===== src/rtl/unified_memory_arbiter_if.sv =====
// Request/response bundle between the IF/MEM stages, the arbiter and the unified memory.
// The master side is the pipeline plus memory model; the slave side is the arbiter.
interface unified_memory_arbiter_if #(
    parameter int DATA_WIDTH = 32,
    parameter int ADDR_WIDTH = 32
);
    logic                  IFReq;
    logic [ADDR_WIDTH-1:0] IFAddr;
    logic                  MemRead;
    logic                  MemWrite;
    logic [ADDR_WIDTH-1:0] DataAddr;
    logic [DATA_WIDTH-1:0] WriteData;
    logic [DATA_WIDTH-1:0] IFReadData;
    logic                  IFValid;
    logic [DATA_WIDTH-1:0] DataReadData;
    logic                  DataValid;
    logic                  StallIF;
    logic                  StallMEM;
    logic [ADDR_WIDTH-1:0] Mem_Addr;
    logic                  Mem_En;
    logic                  Mem_WE;
    logic [DATA_WIDTH-1:0] Mem_WData;
    logic [DATA_WIDTH-1:0] Mem_RData;

    modport master (
        output IFReq, IFAddr, MemRead, MemWrite, DataAddr, WriteData, Mem_RData,
        input  IFReadData, IFValid, DataReadData, DataValid, StallIF, StallMEM,
               Mem_Addr, Mem_En, Mem_WE, Mem_WData
    );

    modport slave (
        input  IFReq, IFAddr, MemRead, MemWrite, DataAddr, WriteData, Mem_RData,
        output IFReadData, IFValid, DataReadData, DataValid, StallIF, StallMEM,
               Mem_Addr, Mem_En, Mem_WE, Mem_WData
    );
endinterface


===== src/rtl/unified_memory_arbiter.sv =====
// Arbitrates one single-port memory between fetch and data; Valid arrives LATENCY+1 cycles after grant decision.
// No queueing: requesters hold their request and see StallIF/StallMEM until their Valid cycle.
module unified_memory_arbiter #(
    parameter int DATA_WIDTH   = 32,
    parameter int ADDR_WIDTH   = 32,
    parameter int LATENCY      = 2,
    parameter int STARVE_LIMIT = 2
) (
    input logic                    clk,
    input logic                    reset,
    unified_memory_arbiter_if.slave bus
);
    localparam int CW = (LATENCY > 1) ? $clog2(LATENCY) : 1;
    localparam int SW = $clog2(STARVE_LIMIT + 2);
    localparam logic [CW-1:0] CNT_LAST   = CW'(LATENCY - 1);
    localparam logic [SW-1:0] STARVE_MAX = SW'(STARVE_LIMIT);

    typedef enum logic [1:0] {IDLE, ACCESS, RESP} state_t;

    state_t                state, next_state;
    logic                  grant_d;
    logic                  is_write;
    logic [CW-1:0]         cnt;
    logic [SW-1:0]         starve;
    logic [DATA_WIDTH-1:0] if_rdata, d_rdata, mem_wdata;
    logic [ADDR_WIDTH-1:0] mem_addr;
    logic                  if_valid, d_valid, mem_en, mem_we;
    logic                  dreq, pick_d, pick_i, last;

    assign dreq   = bus.MemRead | bus.MemWrite;
    // Data wins unless fetch has already waited out STARVE_LIMIT data grants.
    assign pick_d = dreq & (~bus.IFReq | (starve < STARVE_MAX));
    assign pick_i = ~pick_d & bus.IFReq;
    assign last   = (cnt == CNT_LAST);

    always_ff @(posedge clk or negedge reset) begin
        if (!reset) state <= IDLE;
        else        state <= next_state;
    end

    always_comb begin
        next_state = state;
        case (state)
            IDLE:    if (pick_d | pick_i) next_state = ACCESS;
            ACCESS:  if (last) next_state = RESP;
            RESP:    next_state = IDLE;
            default: next_state = IDLE;
        endcase
    end

    always_ff @(posedge clk or negedge reset) begin
        if (!reset) begin
            grant_d   <= 1'b0;
            is_write  <= 1'b0;
            cnt       <= '0;
            starve    <= '0;
            if_rdata  <= '0;
            d_rdata   <= '0;
            if_valid  <= 1'b0;
            d_valid   <= 1'b0;
            mem_en    <= 1'b0;
            mem_we    <= 1'b0;
            mem_addr  <= '0;
            mem_wdata <= '0;
        end else begin
            if_valid <= 1'b0;
            d_valid  <= 1'b0;
            mem_we   <= 1'b0;
            case (state)
                IDLE: begin
                    if (pick_d | pick_i) begin
                        grant_d   <= pick_d;
                        is_write  <= pick_d & bus.MemWrite;
                        mem_we    <= pick_d & bus.MemWrite;
                        mem_en    <= 1'b1;
                        mem_addr  <= pick_d ? bus.DataAddr : bus.IFAddr;
                        mem_wdata <= bus.WriteData;
                        cnt       <= '0;
                        if (pick_d && bus.IFReq)
                            starve <= (starve == STARVE_MAX) ? starve : starve + SW'(1);
                        else
                            starve <= '0;
                    end
                end
                ACCESS: begin
                    cnt <= cnt + CW'(1);
                    if (last) begin
                        mem_en <= 1'b0;
                        if (grant_d) begin
                            d_valid <= 1'b1;
                            if (!is_write) d_rdata <= bus.Mem_RData;
                        end else begin
                            if_valid <= 1'b1;
                            if_rdata <= bus.Mem_RData;
                        end
                    end
                end
                default: ;
            endcase
        end
    end

    assign bus.StallIF      = bus.IFReq & ~((state == RESP) & ~grant_d);
    assign bus.StallMEM     = dreq & ~((state == RESP) & grant_d);
    assign bus.IFReadData   = if_rdata;
    assign bus.IFValid      = if_valid;
    assign bus.DataReadData = d_rdata;
    assign bus.DataValid    = d_valid;
    assign bus.Mem_Addr     = mem_addr;
    assign bus.Mem_En       = mem_en;
    assign bus.Mem_WE       = mem_we;
    assign bus.Mem_WData    = mem_wdata;
endmodule


===== src/flat_wrapper.sv =====
// flat-port wrapper written by rule: the top's interface ports become plain ports
module unified_memory_arbiter_flat 
#(
    parameter int DATA_WIDTH   = 32,
    parameter int ADDR_WIDTH   = 32,
    parameter int LATENCY      = 2,
    parameter int STARVE_LIMIT = 2
)
  (clk, reset, bus_IFReq, bus_IFAddr, bus_MemRead, bus_MemWrite, bus_DataAddr, bus_WriteData, bus_Mem_RData, bus_IFReadData, bus_IFValid, bus_DataReadData, bus_DataValid, bus_StallIF, bus_StallMEM, bus_Mem_Addr, bus_Mem_En, bus_Mem_WE, bus_Mem_WData);
  unified_memory_arbiter_if #(.DATA_WIDTH(DATA_WIDTH), .ADDR_WIDTH(ADDR_WIDTH)) bus_i ();
  input logic clk;
  input logic reset;
  input wire logic [$bits(bus_i.IFReq)-1:0] bus_IFReq;
  input wire logic [$bits(bus_i.IFAddr)-1:0] bus_IFAddr;
  input wire logic [$bits(bus_i.MemRead)-1:0] bus_MemRead;
  input wire logic [$bits(bus_i.MemWrite)-1:0] bus_MemWrite;
  input wire logic [$bits(bus_i.DataAddr)-1:0] bus_DataAddr;
  input wire logic [$bits(bus_i.WriteData)-1:0] bus_WriteData;
  input wire logic [$bits(bus_i.Mem_RData)-1:0] bus_Mem_RData;
  output wire logic [$bits(bus_i.IFReadData)-1:0] bus_IFReadData;
  output wire logic [$bits(bus_i.IFValid)-1:0] bus_IFValid;
  output wire logic [$bits(bus_i.DataReadData)-1:0] bus_DataReadData;
  output wire logic [$bits(bus_i.DataValid)-1:0] bus_DataValid;
  output wire logic [$bits(bus_i.StallIF)-1:0] bus_StallIF;
  output wire logic [$bits(bus_i.StallMEM)-1:0] bus_StallMEM;
  output wire logic [$bits(bus_i.Mem_Addr)-1:0] bus_Mem_Addr;
  output wire logic [$bits(bus_i.Mem_En)-1:0] bus_Mem_En;
  output wire logic [$bits(bus_i.Mem_WE)-1:0] bus_Mem_WE;
  output wire logic [$bits(bus_i.Mem_WData)-1:0] bus_Mem_WData;
  assign bus_i.IFReq = bus_IFReq;
  assign bus_i.IFAddr = bus_IFAddr;
  assign bus_i.MemRead = bus_MemRead;
  assign bus_i.MemWrite = bus_MemWrite;
  assign bus_i.DataAddr = bus_DataAddr;
  assign bus_i.WriteData = bus_WriteData;
  assign bus_i.Mem_RData = bus_Mem_RData;
  assign bus_IFReadData = bus_i.IFReadData;
  assign bus_IFValid = bus_i.IFValid;
  assign bus_DataReadData = bus_i.DataReadData;
  assign bus_DataValid = bus_i.DataValid;
  assign bus_StallIF = bus_i.StallIF;
  assign bus_StallMEM = bus_i.StallMEM;
  assign bus_Mem_Addr = bus_i.Mem_Addr;
  assign bus_Mem_En = bus_i.Mem_En;
  assign bus_Mem_WE = bus_i.Mem_WE;
  assign bus_Mem_WData = bus_i.Mem_WData;
  unified_memory_arbiter #(.DATA_WIDTH(DATA_WIDTH), .ADDR_WIDTH(ADDR_WIDTH), .LATENCY(LATENCY), .STARVE_LIMIT(STARVE_LIMIT)) u_core (.clk(clk), .reset(reset), .bus(bus_i));
endmodule

===== config.mk =====
export PLATFORM = sky130hd
export DESIGN_NAME = unified_memory_arbiter_flat
export DESIGN_NICKNAME = d
export VERILOG_FILES = /design/src/rtl/unified_memory_arbiter_if.sv /design/src/rtl/unified_memory_arbiter.sv /design/src/flat_wrapper.sv
export SDC_FILE = /design/constraint.sdc
export NUM_CORES = 1
export LEC_CHECK = 0
export CAP_MARGIN = 25
export CORE_AREA = 4 4 103 105
export DETAILED_ROUTE_END_ITERATION = 7
export DIE_AREA = 0 0 107 109
export DONT_BUFFER_PORTS = 1
export HOLD_SLACK_MARGIN = 0.12
export PLACE_DENSITY = 0.81
export SYNTH_ARGS = -nofsm -noshare
export SYNTH_HDL_FRONTEND = slang
export SYNTH_SLANG_ARGS = --single-unit

===== constraint.sdc =====
create_clock -name clk -period 2.3 [get_ports clk]
set_clock_uncertainty 0.2 [all_clocks]
set_input_delay 0.46 -clock clk [delete_from_list [all_inputs] [get_ports clk]]
set_output_delay 0.46 -clock clk [all_outputs]
set_load 0.005 [all_outputs]

==> out/metrics.yaml, run 1 <==
synthesis:
  synth_top_area_share_pct: 61.8
  syn_area_um2: 5630
  synth.yosys.seq_area_share_pct: 61.8
  synth_edf_count: 0
  async_flop_share_pct: 100
  synth_cell_type_count: 32
  yosysWarnings: 0
  synth_nets: 524
  syn_inst: 390
  synth_top_area_cell: "dfrtp_1"
  synth_area_leaders: "dfrtp_1, mux2_2, mux2i_1"
  syn_area_per_cell_um2: 14.4
  ys_ff_latch: 139
  synth-main-ff-cell: "dfrtp_1"
place:
  gp_congestion: 0.822
  io_buffers: 0
  place_hpwl_um: 8890
cts:
  cts_root_buffer: "clkbuf_8"
  post_cts_resized: 0
  hold_buffers: 109
  clk_path_buf_depth: 2
  post-cts-setup-buffer-count: 0
  cts_sinks: 139
  cts-buffers-inserted: 17
  cts.htree.levels: 4
floorplan:
  dieHeight_um: 109
  start_util_pct: 58.4
  io_pins: 267
  fp-row-count: 36
  die-width_um: 107
run_status:
  stop_stage: "clock tree synthesis"
  status: "aborted with a tool error"
  tool.error: "[ERROR RSZ-0060] Max buffer count reached."
## through the flow
stage	std cells	worst slack, ps	area, µm²	hold WS (ps)	utilization (%)
floorplan	390	523	5630	-35.6	-
global placement	507	401	5760	-32.8	59.8
detailed placement	507	346	5760	-33.5	59.8
## cells in the mapped netlist, types with 2 or more instances
cell and number:
a21oi_1 2, a31oi_1 2, buf_2 2, buf_4 11
buf_6 4, clkbuf_1 6, dfrtp_1 139, inv_1 6
mux2_1 2, mux2_2 94, mux2i_1 32, nand2_1 4
nor2_1 2, o21ai_0 39, o21ai_1 18, o21ai_2 10
or2_1 2
## logic make-up after synthesis
kind of cell / Yosys count / synth area share, %
muxes: 128 / 24.9
buffers and inverters: 29 / 3.24
DFF: 139 / 61.8
adders and majority gates: 1 / 0.222
and+or+nand+nor: 18 / 2.07
AOI/OAI and AO/OA: 75 / 7.82
==> run 2, diff against run 1 <==
- CORE_AREA: 4 4 103 105 -> default
- CORE_MARGIN: default -> 4
- CORE_UTILIZATION: default -> 40
- DIE_AREA: 0 0 107 109 -> default
- HOLD_SLACK_MARGIN: 0.12 -> default
- PLACE_DENSITY: 0.81 -> default
- PLACE_DENSITY_LB_ADDON: default -> 0.15
==> out/metrics.yaml, run 2 <==
run_status:
  status: "complete, but fails checks"
  violations: "negative hold slack"
detailed_routing:
  viasPerCell: 5.24
  antenna_left: 0
  drc_errors: 0
  drt-pass1-iter-count: 4
  vias: 3419
  first_iter_violations: 89
  wirelength_um: 13300
  wl_per_cell_um: 20.3
synthesis:
  yosysWarnings: 0
  syn_area_um2: 5630
  synth.yosys.seq_area_share_pct: 61.8
  syn_inst: 390
  synth_edf_count: 0
  synth_top_cells_by_count: "dfrtp_1, mux2_2, o21ai_0"
  synth-main-ff-cell: "dfrtp_1"
  synth.most_common_cell: "dfrtp_1"
  synth_top_area_share_pct: 61.8
  ys_ff_latch: 139
  synth_area_leaders: "dfrtp_1, mux2_2, mux2i_1"
  async_flop_share_pct: 100
  synth_top_area_cell: "dfrtp_1"
  synth_nets: 524
  synth_cell_type_count: 32
  syn_area_per_cell_um2: 14.4
place:
  place_inst: 555
  io_buffers: 0
  gp_congestion: 0.731
  place_hpwl_um: 8860
  postPlaceCellArea_um2: 5840
grt:
  grtUsageMet2_pct: 27.5
  antenna_found_initial: 0
  track_usage_pct: 16.9
  use_met1_pct: 19.2
  grt_pass1_vias: 3805
  top_usage_layer: "met2"
  grt_first_pass_wirelength_um: 21000
  grt_max_degree: 140
  grt_overflow_total: 0
  grt_util_met3_pct: 8.25
final_layout:
  mostFrequentLayoutCell: "dfrtp_1"
  final_cells: 652
  fin_area_um2: 7110
  fin_nets: 593
  syn_to_final_growth_pct: 26.3
  drive_gt1_share_pct: 32.0
  antenna_cells: 0
  layout_common_cells: "dfrtp_1, mux2_2, dlygate4sd3_1"
critical_path:
  cp-end-kind: "primary output"
  arrival_ps: 1310
  worst-setup-path-type: "reg2out"
  rr_worst_depth: 4
  cp_max_fo: 4
  required_ps: 1640
  cp-start-kind: "flop"
floorplan:
  core_area_um2: 13800
  io_pins: 267
  dieHeight_um: 127
  fp-row-count: 43
  start_util_pct: 40.7
  dieArea_um2: 16000
  die-width_um: 127
timing:
  finalCriticalPeriod_ps: 1970
  final.setup.tns_ps: 0
  fmax_ghz: 0.508
  final-max-slew-violation-count: 0
  holdWs_ps: -460
  rsz0062_at_grt: "no"
  hold_viol: 139
  setup_viol: 0
  worst_pin_slew_ps: 360
  maxSlewHeadroom_pct: 75.9
  period_share_pct: 85.6
min_path:
  hold_class: "in2async"
power:
  power_frac_comb_pct: 25.8
  clock_power_share_pct: 27.6
  p_leak_nw: 3.00
  p_sw_mw: 3.18
  powerDensity_nw_per_um2: 1420
  vdd_drop_max_mv: 0.690
  switching_share_pct: 31.4
  power.internal_mw: 6.94
  p_seq_share_pct: 46.6
cts:
  clk_path_buf_depth: 2
  hold_buffers: 65
  cts_sinks: 139
  tritoncts: "built"
  path_clk_slew_ps: 60
  cts-buffers-inserted: 17
  post-cts-setup-buffer-count: 0
  cts_root_buffer: "clkbuf_16"
  post_cts_resized: 0
  cts.htree.levels: 4
  clock_latency_ps: 410
flow_run:
  maxCapViolCount: 0
==> run 2: cell counts after synthesis <==
Identical to the previous run, type by type.
==> run 2: final timing paths <==
kind	start	end	slack (ps)
min in group clk	bus_DataAddr[27]	u_core.bus.Mem_Addr[27]	30
worst max-delay path	u_core.grant_d	bus_StallIF	330
max in group asynchronous	reset	u_core.bus.Mem_Addr[5]	2200
worst min register to register	u_core.bus.Mem_WData[9]	u_core.bus.Mem_WData[9]	330
worst min-delay path	reset	u_core.bus.IFReadData[12]	-460
worst max register to register	u_core.state[1]	u_core.bus.DataReadData[12]	400
==> run 2: cell families (layout without fill, tap and decap cells) <==
kind of cell | after synthesis | after routing | share of synthesized area [%]
mux | 128 | 128 | 24.9
simple gates | 18 | 18 | 2.07
flops | 139 | 139 | 61.8
buf+inv | 29 | 111 | 3.24
fa+ha+maj | 1 | 1 | 0.222
compound gates | 75 | 75 | 7.82
==> run 2: final cells by class <==
class	count	area (µm²)
timing repair buffer	73	773
fill	1171	6720
inverter	6	22.5
sequential	139	3480
tap	180	225
multi-input combinational	222	1990
clock inverter	13	165
clock buffer	19	453
==> run 2: critical path, cell delays in order (launching register included) <==
cell     delay, ps
dfrtp_1        430
inv_1          130
a31oi_1        340
==> run 2: power groups by stage <==
stage | registers [mW] | logic, mW | clock network [mW]
global route | 4.88 | 2.89 | 3.01
CTS | 4.75 | 2.65 | 2.88
floorplan | 4.39 | 2.21 | 0
detailed placement | 4.78 | 2.57 | 0
finish | 4.72 | 2.61 | 2.80
global placement | 4.78 | 2.44 | 0
==> run 2: stage by stage <==
step | utilization, % | worst slack, ps | total power [mW]
6_report | 51.4 | 331 | 10.1
4_1_cts | 51.4 | 301 | 10.3
3_5_place_dp | 42.3 | 379 | 7.35
2_1_floorplan | - | 523 | 6.60
5_1_grt | 51.4 | 210 | 10.8
3_3_place_gp | 42.3 | 428 | 7.22
==> run 2: layer usage <==
metal	wire length, µm	part of all wire (%)
met1	4890	37
met2	6570	50
met3	1540	12
met4	266	2.0
met5	0	0
(Power assumes the default switching activity.)
==> run 3, diff against run 2 <==
- CELL_PAD_IN_SITES_DETAIL_PLACEMENT: default -> 1
- CELL_PAD_IN_SITES_GLOBAL_PLACEMENT: default -> 1
- SKIP_CTS_REPAIR_TIMING: default -> 1
==> out/metrics.yaml, run 3 (same netlist as run 2, synthesis figures left out) <==
final_layout:
  layout_common_cells: "dfrtp_1, mux2_2, dlygate4sd3_1"
  syn_to_final_growth_pct: 25.9
  fin_area_um2: 7090
  final_cells: 654
  drive_gt1_share_pct: 31.9
  fin_util_pct: 51.3
  fin_nets: 594
  mostFrequentLayoutCell: "dfrtp_1"
run_status:
  violations: "negative hold slack"
  status: "complete, but fails checks"
flow_run:
  maxCapViolCount: 0
cts:
  clk_path_buf_depth: 2
  cts.htree.levels: 4
  clock_latency_ps: 410
  cts-buffers-inserted: 17
  tritoncts: "built"
  path_clk_slew_ps: 50
  cts_sinks: 139
  cts_root_buffer: "clkbuf_16"
critical_path:
  rr_worst_depth: 4
  worstPathCellList: "inv_1, a31oi_1"
  worst-setup-path-type: "reg2out"
  path_delay_family: "flip-flops"
  arrival_ps: 1370
  crit_buf_inv: 1
  r2r_slack_ps: 330
  cp-end-kind: "primary output"
  r2r-end: "u_core.bus.DataReadData[20]"
  cpPeakStageDelay_ps: 460
  cp_slowest_cell: "dfrtp_1"
  required_ps: 1640
  cp_max_fo: 4
  setup.worst_path.start: "u_core.grant_d"
  cp-start-kind: "flop"
  rr_startpoint: "u_core.state[1]"
timing:
  fmax_ghz: 0.493
  worst_pin_slew_ps: 376
  maxSlewHeadroom_pct: 74.9
  setup_ws_ps: 272
  setup_viol: 0
  finalCriticalPeriod_ps: 2030
  final.setup.tns_ps: 0
  holdWs_ps: -455
  rsz0062_at_grt: "no"
  period_share_pct: 88.2
  final-max-slew-violation-count: 0
  hold_viol: 139
detailed_routing:
  wl_per_cell_um: 21.6
  drt-pass1-iter-count: 4
  viasPerCell: 5.25
  drc_errors: 0
  wirelength_um: 14100
  antenna_left: 0
  vias: 3436
  first_iter_violations: 100
floorplan:
  dieArea_um2: 16000
  die-width_um: 127
  core_area_um2: 13800
  io_pins: 267
  start_util_pct: 40.7
  dieHeight_um: 127
  fp-row-count: 43
place:
  postPlaceCellArea_um2: 5850
  io_buffers: 0
  place_inst: 556
  place_hpwl_um: 9470
  gp_congestion: 0.751
  place_ws_ps: 325
grt:
  track_usage_pct: 16.4
  grt_pass1_vias: 3757
  grt_overflow_total: 0
  grt_first_pass_wirelength_um: 20200
  antenna_found_initial: 0
  grt_max_degree: 140
min_path:
  hold_class: "in2async"
power:
  power_mw: 10.1
  p_leak_nw: 3.00
  powerDensity_nw_per_um2: 1420
  vdd_drop_max_mv: 0.548
==> run 3: changes by cell type in the layout (fill, tap and decap cells not counted) <==
cell / previous run / this run
clkinv_2: 2 / 4
inv_6: 2 / 0
buf_4: 3 / 4
bufinv_16: 3 / 2
clkbuf_1: 0 / 1
clkbuf_8: 2 / 3
clkinv_4: 2 / 1
diode_2: 0 / 1
==> run 3: cell type report <==
type / instances / area, µm²
clock inverters: 11 / 119
inverters: 6 / 22.5
multi-input cells: 222 / 1990
clock buffers: 21 / 470
fillers: 1348 / 6730
diodes: 1 / 2.50
repair buffers: 74 / 781
flip-flops and latches: 139 / 3480
well taps: 180 / 225
==> run 3: how the worst max path moves through the flow <==
stage | end | slack [ps] | cells past startpoint
3_5_place_dp | u_core.bus.DataReadData[26] | 320 | 4
6_report | bus_StallIF | 270 | 2
2_1_floorplan | u_core.bus.Mem_WData[10] | 520 | 5
4_1_cts | bus_StallIF | 280 | 2
3_3_place_gp | u_core.bus.DataReadData[15] | 370 | 4
5_1_grt | bus_StallIF | 210 | 2
==> run 3: worst register-to-register path, cell delays in order, from the launching register on <==
cell and delay (ps):
dfrtp_1 420, nand3b_1 360, nor3_4 240, buf_12 240, mux2_2 390
==> run 3: per-layer routing <==
layer / vias up / global-route usage (%) / wire length, µm
met3: 19 / 10.2 / 1740
li1: 1530 / - / -
met1: 1714 / 17.5 / 4980
met4: 0 / 6.25 / 244
met2: 173 / 26.3 / 7150
met5: - / 0 / 0
==> run 3: where the power goes <==
part           total [mW]  switching, mW  internal [mW]
clock network        2.67          0.999           1.67
logic                2.66           1.16           1.50
registers            4.76           1.07           3.69
==> run 4, diff against run 3 <==
- CORE_UTILIZATION: 40 -> 48
- REMOVE_ABC_BUFFERS: default -> 1
==> out/metrics.yaml, run 4 (same netlist as run 2, synthesis figures left out) <==
timing:
  hold_viol: 139
  period_share_pct: 85.4
  final-max-slew-violation-count: 0
  finalCriticalPeriod_ps: 1960
  setup_ws_ps: 337
  holdWs_ps: -454
  rsz0062_at_grt: "no"
  setup_viol: 0
  worst_pin_slew_ps: 403
  maxSlewHeadroom_pct: 73.1
  fmax_ghz: 0.509
  final.setup.tns_ps: 0
critical_path:
  crit_cells: 2
  rr_startpoint: "u_core.state[1]"
  crit_buf_inv: 1
  cp-start-kind: "flop"
  cp-end-kind: "primary output"
  cpPeakStageDelay_ps: 430
  r2r-end: "u_core.bus.DataReadData[2]"
  arrival_ps: 1300
  cp_max_fo: 4
  cp_slowest_cell: "dfrtp_1"
  path_delay_family: "flip-flops"
  worst-setup-path-type: "reg2out"
  worstPathCellList: "inv_1, a31oi_1"
  r2r_slack_ps: 380
  rr_worst_depth: 4
  required_ps: 1640
floorplan:
  core_area_um2: 11500
  io_pins: 267
  fp-row-count: 39
  start_util_pct: 49.1
  dieHeight_um: 116
  die-width_um: 116
  dieArea_um2: 13500
run_status:
  violations: "negative hold slack"
  status: "complete, but fails checks"
power:
  p_leak_nw: 3.00
  vdd_drop_max_mv: 0.732
  powerDensity_nw_per_um2: 1440
final_layout:
  mostFrequentLayoutCell: "dfrtp_1"
  syn_to_final_growth_pct: 24.8
  layout_common_cells: "dfrtp_1, mux2_2, dlygate4sd3_1"
  drive_gt1_share_pct: 31.3
  fill_cells: 1059
  multi_input_area_um2: 1990
  antenna_cells: 0
  regArea_um2: 3480
  fin_nets: 594
detailed_routing:
  vias: 3461
  wirelength_um: 14800
  drt-pass1-iter-count: 4
  drc_errors: 0
  viasPerCell: 5.62
  wl_per_cell_um: 24.0
  first_iter_violations: 191
  antenna_left: 0
cts:
  tritoncts: "built"
  cts_sinks: 139
  path_clk_slew_ps: 50
  cts-buffers-inserted: 17
  cts.htree.levels: 4
  clock_latency_ps: 400
  cts_root_buffer: "clkbuf_16"
  clk_path_buf_depth: 2
place:
  io_buffers: 0
  place_ws_ps: 387
  gp_congestion: 0.776
  place_hpwl_um: 9140
grt:
  grt_overflow_total: 0
  grt_first_pass_wirelength_um: 19000
  grt_max_degree: 140
  grt_pass1_vias: 3577
  track_usage_pct: 18.6
  antenna_found_initial: 0
min_path:
  hold_class: "in2async"
flow_run:
  maxCapViolCount: 0
-- run 4: worst register-to-register path, delay by kind of cell (launching register included) --
family / cells / cell delay, ps
and+or+nand+nor: 2 / 560
DFF: 1 / 410
muxes: 1 / 390
buffers and inverters: 1 / 250
-- run 4: final cells by class --
cell class,count,share of cell area [%]
Timing Repair Buffer,74,10.9
Clock buffer,25,7.05
Sequential cell,139,49.5
Multi-Input combinational cell,222,28.4
Clock inverter,7,1.25
Inverter,6,0.321
Tap cell,143,2.55
-- run 4: worst max-delay path by stage --
| stage | startpoint | endpoint | slack [ps] |
|---|---|---|---|
| floorplan | u_core.state[1] | u_core.bus.DataReadData[0] | -380 |
| global placement | u_core.state[1] | u_core.bus.DataReadData[5] | 440 |
| detailed placement | u_core.state[1] | u_core.bus.DataReadData[14] | 390 |
| CTS | u_core.grant_d | bus_StallIF | 280 |
| global route | u_core.grant_d | bus_StallIF | 290 |
| finish | u_core.grant_d | bus_StallIF | 340 |
-- run 4: power by group --
part	switching, mW	internal [mW]	leakage [nW]
Clock	0.973	1.70	0.287
Sequential	1.09	3.69	1.67
Combinational	1.20	1.49	1.04
Total	3.26	6.88	3.00
-- run 4: per-stage QoR --
stage                     total power, mW  util [%]  cell area, µm²  std cells
after global routing                 10.7      61.3            7030        616
final                                10.1      61.3            7030        616
after global placement               7.21      50.5            5790        519
after CTS                            10.1      55.6            6370        551
after detailed placement             7.38      50.5            5790        519
after floorplan                      6.40         -            5470        367
-- run 4: per-layer routing --
layer / share of wire (%) / GRT usage, %
met1: 34 / 19.7
met2: 54 / 31.5
met3: 10 / 9.12
met4: 1.5 / 8.35
met5: 0 / 0
